`src/rtl/fan_pkg.sv`:
```
// Shared helpers for the fan controller: width/prescaler math and default sizes.
package fan_pkg;

  localparam int CNT_W_DEF = 16;
  localparam int DUTY_MAX  = 255;

  typedef logic [CNT_W_DEF-1:0] tach_cnt_t;

  function automatic int clog2(input longint value);
    int bits = 0;
    for (longint x = value - 1; x > 0; x = x >> 1) bits++;
    return bits;
  endfunction

  // Clocks per PWM counter step; never below one so the PWM always advances.
  function automatic int presc_calc(input longint clk_hz, input longint pwm_hz, input int pwm_bits);
    longint p = clk_hz / (pwm_hz * (longint'(1) << pwm_bits));
    return (p < 1) ? 1 : int'(p);
  endfunction

endpackage

```
`src/rtl/fan_tach_chan.sv`:
```
// One tach channel: synchroniser, glitch filter, rising-edge counter with
// saturation, and zero-window stall tracking, all evaluated at each gate latch.
import fan_pkg::*;

module fan_tach_chan #(
  parameter int CNT_W     = 16,
  parameter int FILT_LEN  = 4,
  parameter int STALL_WIN = 2
) (
  input  logic             clk,
  input  logic             rst,
  input  logic             tach,
  input  logic             latch,
  output logic [CNT_W-1:0] count,
  output logic             stall,
  output logic             stall_next
);

  localparam int FW = (clog2(FILT_LEN) < 1) ? 1 : clog2(FILT_LEN);
  localparam int ZW = (clog2(STALL_WIN + 1) < 1) ? 1 : clog2(STALL_WIN + 1);

  logic             sync1, sync2, filt, filt_prev, rise;
  logic [FW-1:0]    filt_cnt;
  logic [CNT_W-1:0] edge_cnt;
  logic [ZW-1:0]    zwin, zwin_next;

  assign rise = filt & ~filt_prev;

  always_ff @(posedge clk or posedge rst) begin
    if (rst) begin
      sync1     <= 1'b0;
      sync2     <= 1'b0;
      filt      <= 1'b0;
      filt_prev <= 1'b0;
      filt_cnt  <= '0;
    end else begin
      sync1     <= tach;
      sync2     <= sync1;
      filt_prev <= filt;
      // Counts consecutive samples that disagree with the accepted level.
      if (sync2 == filt) begin
        filt_cnt <= '0;
      end else if (filt_cnt == FW'(FILT_LEN - 1)) begin
        filt     <= sync2;
        filt_cnt <= '0;
      end else begin
        filt_cnt <= filt_cnt + 1'b1;
      end
    end
  end

  always_comb begin
    zwin_next  = zwin;
    stall_next = stall;
    if (latch) begin
      if (edge_cnt == '0) begin
        if (zwin != ZW'(STALL_WIN)) zwin_next = zwin + 1'b1;
        if (zwin_next == ZW'(STALL_WIN)) stall_next = 1'b1;
      end else begin
        zwin_next  = '0;
        stall_next = 1'b0;
      end
    end
  end

  always_ff @(posedge clk or posedge rst) begin
    if (rst) begin
      edge_cnt <= '0;
      count    <= '0;
      zwin     <= '0;
      stall    <= 1'b0;
    end else begin
      zwin  <= zwin_next;
      stall <= stall_next;
      if (latch) begin
        count    <= edge_cnt;
        // An edge on the terminal cycle belongs to the window just starting.
        edge_cnt <= rise ? CNT_W'(1) : '0;
      end else if (rise && !(&edge_cnt)) begin
        edge_cnt <= edge_cnt + 1'b1;
      end
    end
  end

endmodule

```
`src/rtl/fan_ctrl_multi.sv`:
```
// Shared-PWM fan controller with N tach channels. Define FAN_FAILSAFE_EN to force
// pwm_o high while any channel reports a stall.
import fan_pkg::*;

module fan_ctrl_multi #(
  parameter int CLK_HZ      = 100_000_000,
  parameter int PWM_FREQ_HZ = 25_000,
  parameter int PWM_BITS    = clog2(DUTY_MAX + 1),
  parameter int N_FAN       = 6,
  parameter int CNT_W       = $bits(tach_cnt_t),
  parameter int GATE_CYC    = 100_000_000,
  parameter int FILT_LEN    = 4,
  parameter int STALL_WIN   = 2,
  parameter int DUTY_RST    = (2 ** PWM_BITS) - 1
) (
  input  logic                   clk,
  input  logic                   rst,
  input  logic [PWM_BITS-1:0]    duty_i,
  input  logic                   duty_we,
  output logic                   pwm_o,
  input  logic [N_FAN-1:0]       tach_i,
  output logic [N_FAN*CNT_W-1:0] tach_cnt_o,
  output logic                   meas_valid_o,
  output logic [N_FAN-1:0]       stall_o,
  output logic                   any_stall_o
);

  localparam int PRESC   = presc_calc(CLK_HZ, PWM_FREQ_HZ, PWM_BITS);
  localparam int PRESC_W = (clog2(PRESC) < 1) ? 1 : clog2(PRESC);
  localparam int GATE_W  = (clog2(GATE_CYC) < 1) ? 1 : clog2(GATE_CYC);
  localparam logic [PWM_BITS-1:0] DUTY_FULL = '1;

  logic [PRESC_W-1:0]  presc_cnt;
  logic [PWM_BITS-1:0] pwm_cnt, duty_shadow, duty_active;
  logic [GATE_W-1:0]   gate_cnt;
  logic [N_FAN-1:0]    stall_next;
  logic                tick, wrap, latch, pwm_d;

  assign tick  = (presc_cnt == PRESC_W'(PRESC - 1));
  assign wrap  = tick && (pwm_cnt == DUTY_FULL);
  assign latch = (gate_cnt == GATE_W'(GATE_CYC - 1));

  always_ff @(posedge clk or posedge rst) begin
    if (rst) begin
      presc_cnt   <= '0;
      pwm_cnt     <= '0;
      duty_shadow <= PWM_BITS'(DUTY_RST);
      duty_active <= PWM_BITS'(DUTY_RST);
    end else begin
      presc_cnt <= tick ? '0 : presc_cnt + 1'b1;
      if (tick) pwm_cnt <= pwm_cnt + 1'b1;
      if (duty_we) duty_shadow <= duty_i;
      // Only swap duty at a period boundary so a period is never truncated.
      if (wrap) duty_active <= duty_we ? duty_i : duty_shadow;
    end
  end

`ifdef FAN_FAILSAFE_EN
  logic fs_hold;

  always_ff @(posedge clk or posedge rst) begin
    if (rst)              fs_hold <= 1'b0;
    else if (any_stall_o) fs_hold <= 1'b1;
    else if (wrap)        fs_hold <= 1'b0;
  end

  always_comb begin
    pwm_d = (pwm_cnt < duty_active) || (duty_active == DUTY_FULL);
    if (any_stall_o || fs_hold) pwm_d = 1'b1;
  end
`else
  always_comb begin
    pwm_d = (pwm_cnt < duty_active) || (duty_active == DUTY_FULL);
  end
`endif

  always_ff @(posedge clk or posedge rst) begin
    if (rst) begin
      pwm_o        <= 1'b1;
      gate_cnt     <= '0;
      meas_valid_o <= 1'b0;
      any_stall_o  <= 1'b0;
    end else begin
      pwm_o        <= pwm_d;
      gate_cnt     <= latch ? '0 : gate_cnt + 1'b1;
      meas_valid_o <= latch;
      any_stall_o  <= |stall_next;
    end
  end

  for (genvar gi = 0; gi < N_FAN; gi++) begin : g_chan
    fan_tach_chan #(
      .CNT_W     (CNT_W),
      .FILT_LEN  (FILT_LEN),
      .STALL_WIN (STALL_WIN)
    ) u_chan (
      .clk        (clk),
      .rst        (rst),
      .tach       (tach_i[gi]),
      .latch      (latch),
      .count      (tach_cnt_o[gi*CNT_W +: CNT_W]),
      .stall      (stall_o[gi]),
      .stall_next (stall_next[gi])
    );
  end

endmodule

```
`config.mk`:
```
export PLATFORM = sky130hd
export DESIGN_NAME = fan_ctrl_multi
export DESIGN_NICKNAME = d
export VERILOG_FILES = /design/src/rtl/fan_pkg.sv /design/src/rtl/fan_tach_chan.sv /design/src/rtl/fan_ctrl_multi.sv
export SDC_FILE = /design/constraint.sdc
export NUM_CORES = 1
export LEC_CHECK = 0
export BUFFER_PORTS_ARGS = -buffer_cell sky130_fd_sc_hd__buf_2
export CORE_MARGIN = 2
export CORE_UTILIZATION = 25
export DETAILED_ROUTE_END_ITERATION = 10
export PLACE_DENSITY = 0.5
export RECOVER_POWER = 50
export SLEW_MARGIN = 20
export SYNTH_ARGS = -nofsm -noshare
export SYNTH_HDL_FRONTEND = slang
export SYNTH_SLANG_ARGS = --single-unit
```
`constraint.sdc`:
```
create_clock -name clk -period 13.63 [get_ports clk]
set_input_delay 3.4075 -clock clk [delete_from_list [all_inputs] [get_ports clk]]
set_output_delay 3.4075 -clock clk [all_outputs]
set_load 0.03 [all_outputs]
```
# After elaboration in Yosys (flattened, before gate mapping)
# Index checks and enable logic that the tools add are counted.
word_totals:
  register_bits: 304
  input_bits: 17
  out_inout_bits: 105
  elab_cells: 244
op_classes:
  add_sub_neg: 21
  order_cmp: 1
  eq_ne: 28
  muxes: 75
  bitwise: 18
  n_reduce_logical: 39
ops:
  columns: ["operator", "n"]
  rows:
  - ["2-to-1 mux 16 bit", 12]
  - ["adder 16 x 1 -> 16 bit, second input constant", 6]
  - ["zero test 16 bit", 6]
  - ["AND reduction 16 bit", 6]
  - ["2-to-1 mux 2 bit", 36]
  - ["adder 27 x 1 -> 27 bit, second input constant", 1]
  - ["equality test 27 bit, second input constant", 1]
  - ["2-to-1 mux 27 bit", 1]
  - ["adder 2 x 1 -> 2 bit, second input constant", 12]
  - ["equality test 2 bit, second input constant", 12]
  - ["2-to-1 mux 1 bit", 24]
  - ["equality test 8 bit, second input constant", 2]
  - ["inequality test 2 bit, second input constant", 6]
  - ["inverter 1 bit", 12]
  - ["AND reduction 2 bit", 6]
  - ["nonzero test 2 bit", 6]
  - ["adder 8 x 1 -> 8 bit, second input constant", 1]
  - ["< comparator 8 bit", 1]
  - ["2-to-1 mux 8 bit", 1]
  - ["logical AND 1 bit", 7]
  - ["AND 1 bit", 6]
  - ["equality test 1 bit", 6]
  - ["zero test 1 bit", 6]
  - ["OR reduction 6 bit", 1]
  - ["4 further kinds", 4]

# Depth between registers and ports, before layout
# Gate-level depths: netlist of run 1.
depth:
  depth_word: 9
  depth_mapped: 10

# By module
# A second synthesis of run 1 with hierarchy kept.
unflattened:
  cells_unflattened: 1249
  hier_area_um2: 14313.7
by_module_without_submodules:
  columns: ["mod", "instances", "cells_each", "area_each_um2", "seq_area_each_um2"]
  rows:
  - ["fan_tach_chan", 6, 169, 1933.1, 1026.0]
  - ["fan_ctrl_multi", 1, 235, 2715.1, 1472.7]

# Worst setup path after synthesis of run 1
# No wires, ideal clock.
synth_path:
  path_kind: "input-to-reg"
  start: "input duty_we"
  end: "register duty_active[0]"
  setup_ns: 0.082
  arrival_ns: 4.296
  required_time_ns: 13.548
  slack_ns: 9.252
  cell_stages: 3
  n_path_buf: 1
  path_cell_list: "clkbuf_1 mux2_2 mux2_2"
synth_between:
  elab_chain_len: 1
synth_rtl:
  columns: ["element", "line", "text"]
  rows:
  - ["from (decl)", "fan_ctrl_multi.sv:19", "input logic duty_we,"]
  - ["2-to-1 mux 8 bit", null, null]
  - ["to (signal assigned)", "fan_ctrl_multi.sv:48", "duty_active <= PWM_BITS'(DUTY_RST);"]
  - ["to (signal assigned)", "fan_ctrl_multi.sv:54", "if (wrap) duty_active <= duty_we ? duty_i : duty_shadow;"]
  - ["to (decl)", "fan_ctrl_multi.sv:34", "logic [PWM_BITS-1:0] pwm_cnt, duty_shadow, duty_active;"]
# No other way between the ends.
# A chain may end at the register's enable or synchronous reset.

==> summary.txt, run 1 <==
Logic synthesis
  • Top-count cell post-synth: nand2_1
  • Sequential area share after synthesis: 56.5%
  • Cell accounting for the most synthesized area: dfrtp_1
  • Synth area leaders: dfrtp_1 (53%), nand2_1 (8.7%), xnor2_1 (4.7%)
  • Post-synthesis async set-or-reset flop share: 100%
  • Top cell type's share of synthesized area: 53.2%
  • Netlist cell types: 61
  • Synth Net Count: 1397
  • Prevailing post-synth register cell: dfrtp_1
  • Yosys reg bits: between 300 and 400
  • Post-Syn Instances: 1347
  • Synth Area per Inst: 10.0 sq um
  • Synth warn: 0
  • Post-synth top cells: nand2_1 (314), dfrtp_1 (287), nor2_1 (120), xnor2_1 (72)
  • Cell area after synthesis: 0.0135 sq mm
  • EDFF count, synth: 0

Timing
  • Slew @ Worst Pin: 5.45 ns
  • FMAX: 0.128 GHz
  • Unrepaired setup endpoints after global routing: false
  • Tcrit/Tclk final: 57.3%
  • Crit path time final: 7.81 ns
  • Setup Skew: 0.0210 ns
  • Slew headroom: -265%
  • Setup TNS: 0 ns
  • Final setup fails: 0
  • Slew Limit Fails: 401
  • Hold slack: roughly 0.34 ns
  • Hold Fails Final Rpt: 0
  • Setup WS post-layout: 5.82 ns

Outcome
  • Failing checks: max-capacitance violations, max-slew violations
  • Status: finished with violations

Flow run
  • # Max-Cap Violations: 7

Critical path
  • CP max-delay cell: clkinvlp_2
  • RR Startpoint: gate_cnt[0]
  • Critical path launch point: rst
  • Number of buffers and inverters on the critical path: 4
  • R2R cell count: 7
  • Max incr delay on CP: 3.02 ns
  • Critical path class: in -> async
  • Crit path to: g_chan[4].u_chan.count[13]
  • Largest fanout on the critical path: 122
  • Most used cell, CP: buf_4
  • Critical Path End Type: async pin
  • Reg-to-reg slack, setup: between 7 and 8 ns
  • FF-to-FF End: g_chan[3].u_chan.edge_cnt[0]
  • CP cell instances: buf_2 -> clkinvlp_2 -> buf_4 -> buf_4
  • CP arrival: between 8 and 9 ns
  • CP Depth: 4
  • Top delay family on crit path: buffers and inverters
  • CP startpoint kind: primary input
  • Critical Path RT: 14.18 ns

Clock network
  • CTS tree: yes
  • Clk root buf: clkbuf_16
  • CTS Sinks: 304
  • Hold buffers post-CTS: 0
  • H-tree levels: 2
  • Clk buf depth: 3
  • Setup bufs post-CTS: 0
  • Clock slew at reported path FFs: 0.05 ns
  • Post_cts resized: 0
  • Clk Latency, worst-skew pair: 0.54 ns
  • TritonCTS buffer count: 37

Placement
  • Post-Place Worst Slack: 7.78 ns
  • Placed Instance Area: 0.0148 sq mm
  • GPL Wtd Cong: 0.765
  • HPWL after DPL: between 20 and 25 mm
  • Port bufs: 121
  • Inst Count DP: 2120

Route
  • Routed WL: 32.5 mm
  • Starting DRT DRC Count: 484
  • Remaining antenna violation count: 0
  • First-pass DRT Iterations: 4
  • # DRC: 0
  • Via density: 4.45
  • Vias: 9710
  • Wire per inst: ~15 um

Power
  • Worst vdd ir: 0.0674 mV
  • Cell leakage power: ~7.6 nW
  • Pwr Density: 147 mW/mm^2
  • Overall power: 2.36 mW

Die
  • Starting Density: about a quarter
  • Row count: 85
  • Io pins: 122
  • Die width: 236 um
  • Core area: about 0.054 sq mm
  • Die area: 0.0559 sq mm
  • Die Y: 236 um

Global routing
  • Vias in the first global route: a little over 10000
  • GR Overflow Total: 0
  • Initial antenna violation count: 0
  • All-Layer GR Usage: 11.9%
  • Largest net degree at the start of global routing: 123
  • Global-route wire length before repair: 54.0 mm

Layout
  • Final instance area: 0.0160 sq mm
  • Fin nets: between 1500 and 2000
  • Ant. Diodes: 0
  • Fill cells: 5667
  • Layout cell share with drive strength beyond 1: 15.3%
  • Layout Utilization: 29.8%
  • Area delta synth->final: 18.5%
  • Cell Count, Final, Fillers Out: 2184
  • Total area of sequential cells: approximately 0.0076 sq mm
  • Footprint of the multi-input gates: 0.00544 sq mm

Worst hold path
  • Hold Crit Class: reg -> reg
[layout by cell type (no fill, tap or decap), types with 3 or more instances in the layout]
cell / synthesis / routed
clkbuf_8: 0 / 3
inv_1: 43 / 42
nor4_1: 24 / 24
nor2_1: 120 / 120
nor3b_1: 4 / 4
nor2b_1: 15 / 15
nand2b_1: 3 / 3
nand2_1: 314 / 314
buf_2: 24 / 117
nor3_1: 44 / 45
dfstp_2: 17 / 16
buf_4: 6 / 4
a31oi_1: 3 / 3
and3_1: 12 / 12
xor2_1: 38 / 38
xnor2_1: 72 / 72
inv_6: 0 / 3
or3_1: 9 / 9
nand4_1: 29 / 29
dfrtp_1: 287 / 287
a21oi_1: 14 / 14
a21o_1: 3 / 3
ha_1: 33 / 33
clkinv_2: 0 / 5
nand3_1: 54 / 55
and4_1: 23 / 23
mux2_2: 24 / 19
bufinv_16: 0 / 6
clkbuf_16: 0 / 37
o21ai_0: 54 / 54
clkbuf_1: 22 / 17
mux2_1: 0 / 5
mux2i_1: 5 / 5
nor4b_1: 5 / 5
or2_2: 3 / 3
[kinds of logic after synthesis]
kind of cell             after synthesis  share of synthesized area, %
XOR/XNOR                             110                          7.14
buffers and inverters                 97                          3.10
AO/OA/AOI/OAI                         96                          4.16
adder cells (fa/ha/maj)               33                          3.06
multiplexers                          29                          2.37
AND/OR/NAND/NOR                      678                          23.7
flip-flops                           304                          56.5
[layout make-up]
cell class,count,area share [%]
tap,696,5.44
timing repair buffer,131,4.08
clock inverter,17,1.56
inverter,43,1.02
clock buffer,47,6.21
sequential,304,47.7
multi-input combinational,946,34.0
[where the power goes]
group | total (mW) | internal [mW] | leakage [nW] | switching [mW]
sequential | 1.07 | 0.987 | 4.05 | 0.0848
combinational | 0.272 | 0.116 | 2.96 | 0.156
clock | 1.01 | 0.630 | 0.606 | 0.383
[worst min-delay path by stage]
stage,from,endpoint,slack [ns],depth (start not counted)
detailed placement,g_chan[1].u_chan.sync1,g_chan[1].u_chan.sync2,0.34,0
CTS,g_chan[1].u_chan.sync1,g_chan[1].u_chan.sync2,0.35,0
global route,g_chan[1].u_chan.sync1,g_chan[1].u_chan.sync2,0.36,0
floorplan,g_chan[0].u_chan.sync1,g_chan[0].u_chan.sync2,0.33,0
finish,g_chan[1].u_chan.sync1,g_chan[1].u_chan.sync2,0.34,0
global placement,g_chan[2].u_chan.sync1,g_chan[2].u_chan.sync2,0.34,0
[flip-flops by register name, indices dropped and copies added (netlist names)]
register,flops
g_chan.u_chan.sync1,6
g_chan.u_chan.filt,6
g_chan.u_chan.stall,6
pwm_o,1
meas_valid_o,1
duty_active,8
g_chan.u_chan.filt_cnt,12
duty_shadow,8
g_chan.u_chan.edge_cnt,96
g_chan.u_chan.count,96
presc_cnt,4
g_chan.u_chan.zwin,12
gate_cnt,27
any_stall_o,1
pwm_cnt,8
g_chan.u_chan.sync2,6
g_chan.u_chan.filt_prev,6
[worst register-to-register path: stages, from the launching register on]
cell	delay [ns]
dfrtp_1	0.41
ha_1	0.24
and3_1	0.26
nand3_1	0.28
or3_1	0.78
clkbuf_1	2.86
o21ai_0	0.47
a32o_1	0.39
[layer usage]
layer	track usage [%]	vias up	part of all wire, %
met3	2.59	42	4.6
met2	19.8	144	48
li1	-	4748	-
met5	0	-	0
met1	15.4	4776	46
met4	3.74	0	1.9
No activity file was read; power rests on OpenSTA's default activity.
==> run 2: changes to the inputs <==
--- a/config.mk
+++ b/config.mk
@@ -9,7 +9,7 @@
 export CORE_MARGIN = 2
 export CORE_UTILIZATION = 25
 export DETAILED_ROUTE_END_ITERATION = 10
-export PLACE_DENSITY = 0.5
+export PLACE_DENSITY = 0.52
 export RECOVER_POWER = 50
 export SLEW_MARGIN = 20
 export SYNTH_ARGS = -nofsm -noshare
==> constraint.sdc (replaced) <==
create_clock -name clk -period 6.7 [get_ports clk]
set_input_delay 1.675 -clock clk [delete_from_list [all_inputs] [get_ports clk]]
set_output_delay 1.675 -clock clk [all_outputs]
set_load 0.03 [all_outputs]
==> summary.txt, run 2 (synthesis gave the netlist of run 1 again) <==
Timing
  • Crit path time final: 4.46 ns
  • Unrepaired setup endpoints after global routing: false
  • Setup TNS: 0 ns (unchanged)
  • Tcrit/Tclk final: 66.5%
  • Final setup fails: 0 (unchanged)
  • FMAX: 0.224 GHz
  • Slew Limit Fails: 114 (-72%)
  • Setup Skew: 0.0244 ns (+0.00340 ns)
  • Slew headroom: -105% (+160 points)
  • Hold Fails Final Rpt: 0 (unchanged)
  • Slew @ Worst Pin: 3.08 ns (-2.37 ns)
  • Hold slack: 0.347 ns (+0.00221 ns)

Worst hold path
  • Hold Crit Class: reg -> reg

Route
  • Vias: 9712 (+0.021%)
  • Routed WL: 31.9 mm (-1.7%)
  • Wire per inst: 14.6 um (-1.8%)
  • First-pass DRT Iterations: 5 (+1)
  • Via density: 4.44 (about the same)
  • # DRC: 0 (unchanged)
  • Starting DRT DRC Count: 530 (+9.5%)
  • Remaining antenna violation count: 0 (unchanged)

Clock network
  • Clk buf depth: 3 (unchanged)
  • Clk root buf: clkbuf_16
  • TritonCTS buffer count: 36 (-2.7%)
  • Post_cts resized: 0 (unchanged)
  • Hold buffers post-CTS: 0 (unchanged)
  • Clk Latency, worst-skew pair: 0.54 ns (about the same)
  • Setup bufs post-CTS: 0 (unchanged)
  • CTS Sinks: 304 (unchanged)
  • Clock slew at reported path FFs: 0.06 ns (about the same)
  • H-tree levels: 2 (unchanged)
  • CTS tree: yes

Critical path
  • CP arrival: 4.92 ns (-3.43 ns)
  • CP startpoint kind: flip-flop
  • Critical path class: reg -> reg
  • Max incr delay on CP: 2.21 ns (-0.81 ns)
  • CP cell instances: ha_1 -> and3_1 -> nand3_1 -> nor3_4 -> clkbuf_1 -> a21oi_1 -> nor2_1 -> or3b_1
  • Largest fanout on the critical path: 60 (-51%)
  • CP max-delay cell: clkbuf_1
  • Critical Path RT: 7.17 ns (-7.01 ns)
  • Number of buffers and inverters on the critical path: 1 (-3)
  • Critical Path End Type: flip-flop
  • Top delay family on crit path: buffers and inverters

Placement
  • Port bufs: 121 (unchanged)
  • GPL Wtd Cong: 0.768 (+0.38%)
  • Inst Count DP: 2119 (-0.047%)
  • Placed Instance Area: 0.0148 sq mm (unchanged)
  • HPWL after DPL: 21.5 mm (-1.3%)

Layout
  • Fin nets: 1512 (-0.066%)
  • Most frequent cells in the layout: nand2_1 (314), dfrtp_1 (287), nor2_1 (120)
  • Ant. Diodes: 0 (unchanged)
  • Area delta synth->final: 18.2%
  • Largest regs: g_chan.u_chan.count: 96 flops, g_chan.u_chan.edge_cnt: 96 flops, gate_cnt: 27 flops
  • Fill cells: 5598 (-1.2%)
  • Layout cell share with drive strength beyond 1: 15.4% (+0.12 points)
  • Final instance area: 0.0160 sq mm (-0.27%)
  • Commonest non-fill, non-tap cell in the layout: nand2_1
  • Cell Count, Final, Fillers Out: 2185 (+0.046%)

Power
  • Pwr Density: 292 mW/mm^2 (+98%)
  • Switch Pwr: 1.28 mW (+100%)
  • Cell leakage power: 7.61 nW (about the same)
  • Switch share: 27.4% (+0.90 points)
  • Seq pwr share: 46.8% (+1.3 points)
  • Comb pwr share: 11.8% (+0.2 points)
  • Worst vdd ir: 0.154 mV (+130%)
  • Internal Power: 3.38 mW (+95%)
  • Clock group share of total power: 41.4% (-1.6 points)
  • Overall power: 4.66 mW (+98%)

Die
  • Row count: 85 (unchanged)
  • Core area: 0.0536 sq mm (unchanged)
  • Starting Density: 25.2% (unchanged)
  • Io pins: 122 (unchanged)
  • Die width: 236 um (unchanged)
  • Die Y: 236 um (unchanged)
  • Die area: 0.0559 sq mm (unchanged)

Global routing
  • Initial antenna violation count: 0 (unchanged)
  • Largest net degree at the start of global routing: 161 (+31%)
  • Global-route wire length before repair: 52.6 mm (-2.5%)
  • Vias in the first global route: 9766 (-2.9%)
  • GR Overflow Total: 0 (unchanged)
  • All-Layer GR Usage: 11.6% (-0.33 points)

Flow run
  • # Max-Cap Violations: 3 (-4)

Outcome
  • Status: finished with violations
  • Failing checks: max-capacitance violations, max-slew violations
## run 2: worst paths after layout
check | from | end | slack, ns | depth (start not counted)
max in group asynchronous | rst | g_chan[4].u_chan.filt_cnt[1] | 3.96 | 3
min in group asynchronous | rst | g_chan[1].u_chan.edge_cnt[3] | 1.36 | 2
setup / recovery | gate_cnt[0] | any_stall_o | 2.24 | 8
setup reg to reg | gate_cnt[0] | any_stall_o | 2.24 | 8
hold reg to reg | g_chan[5].u_chan.sync1 | g_chan[5].u_chan.sync2 | 0.35 | 0
hold / removal | g_chan[5].u_chan.sync1 | g_chan[5].u_chan.sync2 | 0.35 | 0
## run 2: power groups by stage
stage	logic, mW	clock network, mW	registers [mW]
final	0.548	1.93	2.18
after global routing	0.638	2.08	2.21
after CTS	0.565	2.01	2.18
after detailed placement	0.561	0	2.21
after global placement	0.542	0	2.20
after floorplan	0.446	0	2.15
## run 2: through the flow
step                setup slack [ns]  utilization, %
global placement                3.51            27.6
finish                          2.24            29.8
CTS                             3.44            29.8
global route                    1.80            29.8
floorplan                      0.996               -
detailed placement              3.46            27.6
## run 2: final cells by class
class	instances	area, sq um	share of cell area, %
clock buffers	53	1050	6.61
clock inverters	12	121	0.761
inverters	43	163	1.02
multi-input cells	946	5440	34.1
flip-flops and latches	304	7630	47.8
well taps	696	871	5.46
repair buffers	131	678	4.25
## run 2: per-layer routing
| metal | routed length (um) | vias to the layer above | share of wire (%) | GRT usage [%] |
|---|---|---|---|---|
| met4 | 746 | 0 | 2.3 | 3.93 |
| met5 | 0 | - | 0 | 0 |
| met3 | 1460 | 37 | 4.6 | 2.75 |
| met1 | 15000 | 4768 | 47 | 15.2 |
| li1 | - | 4759 | - | - |
| met2 | 14800 | 148 | 46 | 18.7 |
